**src/rtl/vga_pixel_out.sv**
```systemverilog
// Pixel output stage: glyph shifter, RGBI colour mapping, sync/blank delay line and blink phase.
// Optional build macro CURSOR_EN adds a solid blinking block cursor on the latched cursor cell.
module vga_pixel_out #(
    parameter int SYNC_DLY  = 2,
    parameter int BLINK_BIT = 4
) (
    input  logic       pclk,
    input  logic       rst_n,
    input  logic       shload_n,
    input  logic [7:0] pix_data,
    input  logic [7:0] attr,
    input  logic       cursor_hit,
    input  logic       blank_in,
    input  logic       hsync_in,
    input  logic       vsync_in,
    output logic [3:0] rgbi,
    output logic       hsync,
    output logic       vsync,
    output logic       blank
);

    logic [7:0]          shift_q, shift_d;
    logic [7:0]          attr_q, attr_d;
    logic [BLINK_BIT:0]  cnt_q, cnt_d;
    logic                vs_prev_q;
    logic [SYNC_DLY-1:0] blank_dly_q, hs_dly_q, vs_dly_q;
    logic [3:0]          rgbi_q, rgbi_d;
    logic                blink_ph;
    logic [3:0]          bg_ext, fg_eff;
    logic                pix_on;

`ifdef CURSOR_EN
    logic cur_q, cur_d;

    always_comb begin
        cur_d = cur_q;
        if (!shload_n) begin
            cur_d = cursor_hit;
        end
    end

    always_ff @(posedge pclk or negedge rst_n) begin
        if (!rst_n) begin
            cur_q <= 1'b0;
        end else begin
            cur_q <= cur_d;
        end
    end
`else
    logic unused_cursor_hit;
    assign unused_cursor_hit = cursor_hit;
`endif

    // A load wins over the shift, so a held-low strobe keeps presenting pixel 0.
    always_comb begin
        shift_d = {shift_q[6:0], 1'b0};
        attr_d  = attr_q;
        if (!shload_n) begin
            shift_d = pix_data;
            attr_d  = attr;
        end
    end

    always_comb begin
        cnt_d = cnt_q;
        if (vsync_in && !vs_prev_q) begin
            cnt_d = cnt_q + {{BLINK_BIT{1'b0}}, 1'b1};
        end
    end

    always_comb begin
        blink_ph = cnt_q[BLINK_BIT];
        bg_ext   = {1'b0, attr_q[6:4]};
        fg_eff   = (attr_q[7] && blink_ph) ? bg_ext : attr_q[3:0];
        pix_on   = shift_q[7];
`ifdef CURSOR_EN
        if (cur_q && cnt_q[BLINK_BIT-1]) begin
            pix_on = 1'b1;
        end
`endif
        rgbi_d = blank_dly_q[SYNC_DLY-1] ? 4'h0 : (pix_on ? fg_eff : bg_ext);
    end

    always_ff @(posedge pclk or negedge rst_n) begin
        if (!rst_n) begin
            shift_q   <= 8'h00;
            attr_q    <= 8'h00;
            cnt_q     <= '0;
            vs_prev_q <= 1'b0;
            rgbi_q    <= 4'h0;
        end else begin
            shift_q   <= shift_d;
            attr_q    <= attr_d;
            cnt_q     <= cnt_d;
            vs_prev_q <= vsync_in;
            rgbi_q    <= rgbi_d;
        end
    end

    // Blank resets high so the DAC stays dark until real timing has propagated through.
    always_ff @(posedge pclk or negedge rst_n) begin
        if (!rst_n) begin
            blank_dly_q <= '1;
            hs_dly_q    <= '0;
            vs_dly_q    <= '0;
        end else begin
            blank_dly_q[0] <= blank_in;
            hs_dly_q[0]    <= hsync_in;
            vs_dly_q[0]    <= vsync_in;
            for (int i = 1; i < SYNC_DLY; i++) begin
                blank_dly_q[i] <= blank_dly_q[i-1];
                hs_dly_q[i]    <= hs_dly_q[i-1];
                vs_dly_q[i]    <= vs_dly_q[i-1];
            end
        end
    end

    assign rgbi  = rgbi_q;
    assign blank = blank_dly_q[SYNC_DLY-1];
    assign hsync = hs_dly_q[SYNC_DLY-1];
    assign vsync = vs_dly_q[SYNC_DLY-1];

endmodule

```
**config.mk**
```make
export PLATFORM = sky130hd
export DESIGN_NAME = vga_pixel_out
export DESIGN_NICKNAME = d
export VERILOG_FILES = /design/src/rtl/vga_pixel_out.sv
export SDC_FILE = /design/constraint.sdc
export NUM_CORES = 1
export LEC_CHECK = 0
export CAP_MARGIN = 15
export CORE_MARGIN = 3
export CORE_UTILIZATION = 47
export CTS_CLUSTER_DIAMETER = 40
export CTS_CLUSTER_SIZE = 12
export DETAILED_ROUTE_END_ITERATION = 10
export PLACE_DENSITY = 0.81
export REMOVE_ABC_BUFFERS = 1
export SLEW_MARGIN = 40
export SYNTH_ARGS = -nofsm -noshare
export SYNTH_HDL_FRONTEND = slang
export SYNTH_SLANG_ARGS = --single-unit
export TNS_END_PERCENT = 1
```
**constraint.sdc**
```tcl
create_clock -name pclk -period 1.25 [get_ports pclk]
set_input_delay 0.125 -clock pclk [delete_from_list [all_inputs] [get_ports pclk]]
set_output_delay 0.125 -clock pclk [all_outputs]
set_load 0.03 [all_outputs]
```
==> results.toml <==
[status]
status = "complete, no violations"

[grt]
grt_max_degree = 32
grt_pass1_wl_microns = 3243
grt_pass1_vias = 722
globalRouteTotalUtil_pct = 13.44
grt-ovfl-total = 0
antenna_found_initial = 0

[timing]
final.setup.tns_ns = 0
hold_violations = 0
rsz0062_at_grt = "false"
worstMarginPinSlew_ns = 0.3266
fin_hold_ws_ns = 0.1658
slew_viol_final = 0
slew-limit-headroom_pct = 78.31
setup_slack_ns = 0.06641
skew_ns = 0.005988
max_freq_mhz = 844.9
min_period_ns = 1.184
timing.final.crit_share_pct = 94.69
setup-violations-final = 0

[critical_path]
cpMaxStageDelayCell = "dlygate4sd2_1"
critPathTopFamily = "buffers and inverters"
path_cells = "dlygate4sd2_1"
r2r_start = "cnt_q[0]"
crit_buf_inv = 1
cpPeakStageDelay_ns = 0.41
r2r_cells = 4
startpoint = "rgbi[0]"
end_kind = "output port"
critical_path_class = "register to output port"
start_kind = "register"
rrSetupSlack_ns = 0.16
critPathRequiredTime_ns = 1.12
worstPathArrival_ns = 1.06
r2r-end = "cnt_q[4]"
cp_max_fo = 1

[power]
p_sw_share_pct = 23.93
ir_drop_v = 0.001504
seqPwrFrac_pct = 51.1
p_int_mw = 1.891
p_leak_nw = 0.7492
power_frac_clock_pct = 31.9
p_sw_mw = 0.5950
p_per_area_nw_per_um2 = 1560
comb_power_share_pct = 17.1

[logic_synthesis]
yosysSeqAreaShare_pct = 65.75
yosysWarnings = 0
syn_area_per_cell_sq_um = 17.15
synth-edff-count = 0
syn_inst = 69
synthesis.area_sq_um = 1184
synthArstFlopShare_pct = 100.0
synth_seq_cells = 31
synth-main-ff-cell = "dfrtp_1"
ys_types = 18

[clocking]
h-tree-depth = 2
cts.sinks = 31
clock_latency_ns = 0.31
cts.reportedPaths.clkPinSlew_ns = 0.10
ctsHoldBuffers = 0
cts_root_buf = "clkbuf_4"
numCtsBuffers = 5
cts_tree = "built"
cts_max_path_buffers = 2

[placed_design]
gp_congestion = 0.6624
dpl_cell_area_sq_um = 1515
place_ws_ns = -0.03337
portBuffers = 28

[die]
rows = 17
fp.dieW_microns = 56.19
core-area_sq_um = 2297
ios = 30
initial_core_util_pct = 51.53
dieArea_sq_um = 3157
die_h_microns = 56.19

[detailed_routing]
wire_per_inst_microns = 13.04
antenna_left = 0
via_count = 658
via_per_inst = 4.838
wl_microns = 1774
drtIter0Drc = 9
drc_errors = 0
drt_first_pass_iters = 4

[final_layout]
utilization_pct = 69.39
final_cell_mix = "dfrtp_1, clkdlybuf4s50_1, mux2_4"
fin_nets = 131
antenna_cells = 0
design_area_sq_um = 1594
layout-drive-gt1-share_pct = 32.41
syn_to_final_growth_pct = 34.67
mostFrequentLayoutCell = "dfrtp_1"

[flow_run]
maxCapViolations = 0

[worst_hold_path]
hold_path_class = "primary input to async pin"
[through the flow]
stage / std cells / power [mW]
final: 136 / 2.486
after global routing: 136 / 2.625
after CTS: 136 / 2.524
after detailed placement: 128 / 1.735
after global placement: 128 / 1.712
after floorplan: 67 / 1.528
[final cells by class]
| type | count | area, sq um |
|---|---|---|
| clock buffers | 6 | 51.30 |
| flip-flops and latches | 31 | 778.2 |
| fillers | 169 | 703.2 |
| multi-input cells | 36 | 374.1 |
| clock inverters | 2 | 35.03 |
| repair buffers | 33 | 320.3 |
| well taps | 28 | 35.03 |
[registers in the layout (all words and copies together), names as in the netlist]
register and count:
hs_dly_q 2, vs_dly_q 2, attr_q 8, blank_dly_q 2, rgbi 4, shift_q 8
cnt_q 5
[power by group through the flow]
stage | registers, mW | clock network (mW) | logic, mW
after floorplan | 1.31 | 0 | 0.218
after global placement | 1.28 | 0 | 0.427
after detailed placement | 1.29 | 0 | 0.443
after CTS | 1.27 | 0.819 | 0.432
after global routing | 1.29 | 0.872 | 0.461
final | 1.27 | 0.792 | 0.424
[worst max path at each step]
| stage | end | slack [ns] | cells after the start |
|---|---|---|---|
| after floorplan | cnt_q[1] | 0.22 | 2 |
| after global placement | shift_q[5] | -0.02 | 3 |
| after detailed placement | shift_q[5] | -0.03 | 3 |
| after CTS | blank | 0.04 | 1 |
| after global routing | blank | 0.009 | 1 |
| final | rgbi[0] | 0.07 | 1 |
[what timing repair did]
item                                    in CTS  in global routing
endpoints found under the setup margin       6                  0
buffers inserted                             0                  0
resized for setup                            6                  0
[kinds of logic (layout without fill, tap and decap cells)]
kind of cell | count (synthesis) | count (layout) | synth area share, %
multiplexers | 19 | 19 | 20.61
XOR/XNOR | 4 | 4 | 2.960
adder cells (fa/ha/maj) | 1 | 1 | 1.057
buffers and inverters | 2 | 41 | 2.643
flip-flops | 31 | 31 | 65.75
AND/OR/NAND/NOR | 11 | 11 | 5.391
AO/OA/AOI/OAI | 1 | 1 | 1.586
[per-layer routing]
layer,GRT usage (%),wire length (microns),up-vias,share of wire (%)
met4,4.068,8,0,0.45
met3,6.032,112,2,6.3
li1,-,-,310,-
met5,0,0,-,0
met2,20.20,864,20,49
met1,17.48,790,326,45
[synthesized netlist by cell type (all sizes together) (2+ instances only)]
library cell,count,area [sq um]
buf,2,31.28
nand4,2,12.51
mux2i,3,30.03
xnor2,2,17.52
dfstp,2,52.55
xor2,2,17.52
mux2,16,214.0
nor2,4,15.01
nor2b,2,15.02
dfrtp,29,725.7
Power figures use the tool's default switching activity.
==> variant, RTL diff (config.mk and constraints unchanged) <==
`shift_q` and `rgbi_q` no longer have a reset.
--- a/src/rtl/vga_pixel_out.sv
+++ b/src/rtl/vga_pixel_out.sv
@@ -83,18 +83,19 @@
 
     always_ff @(posedge pclk or negedge rst_n) begin
         if (!rst_n) begin
-            shift_q   <= 8'h00;
             attr_q    <= 8'h00;
             cnt_q     <= '0;
             vs_prev_q <= 1'b0;
-            rgbi_q    <= 4'h0;
         end else begin
-            shift_q   <= shift_d;
             attr_q    <= attr_d;
             cnt_q     <= cnt_d;
             vs_prev_q <= vsync_in;
-            rgbi_q    <= rgbi_d;
         end
+    end
+
+    always_ff @(posedge pclk) begin
+        shift_q <= shift_d;
+        rgbi_q  <= rgbi_d;
     end
 
     // Blank resets high so the DAC stays dark until real timing has propagated through.
Function: differs if rst_n is asserted again (counterexample within 4 cycles, from zero or initial values and one cycle with rst_n low); with rst_n held inactive, the same outputs for 10 cycles.
==> variant against the unedited design <==
  * Sequential cell count unchanged
  * Global-route usage grew 0.097 points
  * Worst setup slack got worse by 0.0029 ns
  * Design area fell by 6.5%
  * Routed wire length fell by 2.8%
  * Synthesized area down 5.1%
  * Total power is 11% lower
  * Sequential power hardly changed
  * Via count down 3.8%
==> variant: results (changes against the unedited design) <==
- CP max stage delay: 0.58 ns (+0.17 ns)
- Slowest stage cell on the critical path: dfstp_2
- Dpl cell area: 0.001448 mm² (-4.5%)
- Switch Pwr: 0.0005736 W (-3.6%)
- Combinational power share: 0.187 (+0.016)
- Worst VDD drop: 1.022 mV (-32%)
- Area contributors post-synth: dfrtp_1, dfxtp_1, mux2_4, mux2_2, dfstp_2
- Vias in the first global route: 613 (-15%)
- Adder-Cell Fraction of Synth Area: 0.01114 (+0.0005650)
- H-Tree Depth: 2 (unchanged)
- Post-synth top cells: dfrtp_1, dfxtp_1, mux2_4
- Cell family with most CP delay: flip-flops
- GP Congestion: 0.6672 (+0.72%)
- Multiplexer area fraction after synthesis: 0.2171 (+0.01102)
- Largest net degree at the start of global routing: 20 (-38%)
- Global-route wire length before repair: 2635 µm (-19%)
- Worst slack, placed: -0.01995 ns (+0.01342 ns)
- Post-synthesis sequential area ratio: 0.6392 (-0.01831)
- First-pass detailed-route iteration total: 4 (unchanged)
- Reg2reg path depth: 4 (unchanged)
- FFs w/ async S/R, synth: 0.6129 (-0.3871)
- Cell count after placement: 127 (-0.78%)
- R2R setup slack: 0.18 ns (+0.02 ns)
- Max FO, Critical Path: 5 (+4)
- Fin Hold WS: 0.1373 ns (-0.02854 ns)
- Syn_area_per_cell: 16.28 µm² (-5.1%)
- Vias per std cell: 4.689 (-3.1%)
- Least-Margin Pin Slew: 0.3182 ns (-0.008377 ns)
- Fraction of layout cells with a size suffix above 1: 0.2991 (-0.02501)
- Routed wire length: 1724 µm (-2.8%)
- Outcome: finished clean
- Post-synth cell types: 19 (+1)
- Lkg Pwr: 0.6780 nW (-9.5%)
- All-Layer GR Usage: 0.1354 (+0.0009716)
- XOR/XNOR Fraction of Synth Area: 0.03118 (+0.001582)
- Finished Layout Cells: 135 (-0.74%)
[variant: logic make-up (layout without fill, tap and decap cells)]
logic type | count (synthesis) | in the layout
adders and majority gates | 1 | 1
muxes | 19 | 19
buffers and inverters | 2 | 40
and+or+nand+nor | 11 | 11
DFF | 31 | 31
AOI/OAI and AO/OA | 1 | 1
xor gates and xnor gates | 4 | 4
[variant: final cells by class]
| type | count | area, µm² |
|---|---|---|
| repair buffers | 32 | 312.8 |
| clock buffers | 7 | 45.04 |
| fillers | 184 | 743.2 |
| well taps | 28 | 35.03 |
| clock inverters | 1 | 5.005 |
| flip-flops and latches | 31 | 718.2 |
| multi-input cells | 36 | 374.1 |
[variant: how the worst max path moves through the flow]
stage / startpoint / end / slack, ns / depth (start not counted)
floorplan: cnt_q[0]$_DFFE_PN0P_ / cnt_q[1]$_DFFE_PN0P_ / 0.22 / 2
global placement: shload_n / attr_q[0]$_DFFE_PN0N_ / -0.01 / 3
detailed placement: shload_n / attr_q[1]$_DFFE_PN0N_ / -0.02 / 3
CTS: blank_dly_q[1]$_DFF_PN1_ / blank / 0.04 / 1
global route: blank_dly_q[1]$_DFF_PN1_ / blank / 0.002 / 1
finish: blank_dly_q[1]$_DFF_PN1_ / blank / 0.06 / 1
[variant: metrics by stage]
step / power [W] / setup TNS, ns
final: 0.002204 / 0
after global routing: 0.002340 / 0
after CTS: 0.002242 / 0
after detailed placement: 0.001728 / -0.1027
after global placement: 0.001699 / -0.05639
after floorplan: 0.001525 / 0
[variant: per-layer routing]
| metal | routed length [µm] | vias to the layer above | GRT usage |
|---|---|---|---|
| met5 | 0 | - | 0 |
| met4 | 34 | 0 | 0.08502 |
| met3 | 111 | 2 | 0.06434 |
| met2 | 935 | 18 | 0.2126 |
| met1 | 643 | 307 | 0.1461 |
| li1 | - | 306 | - |
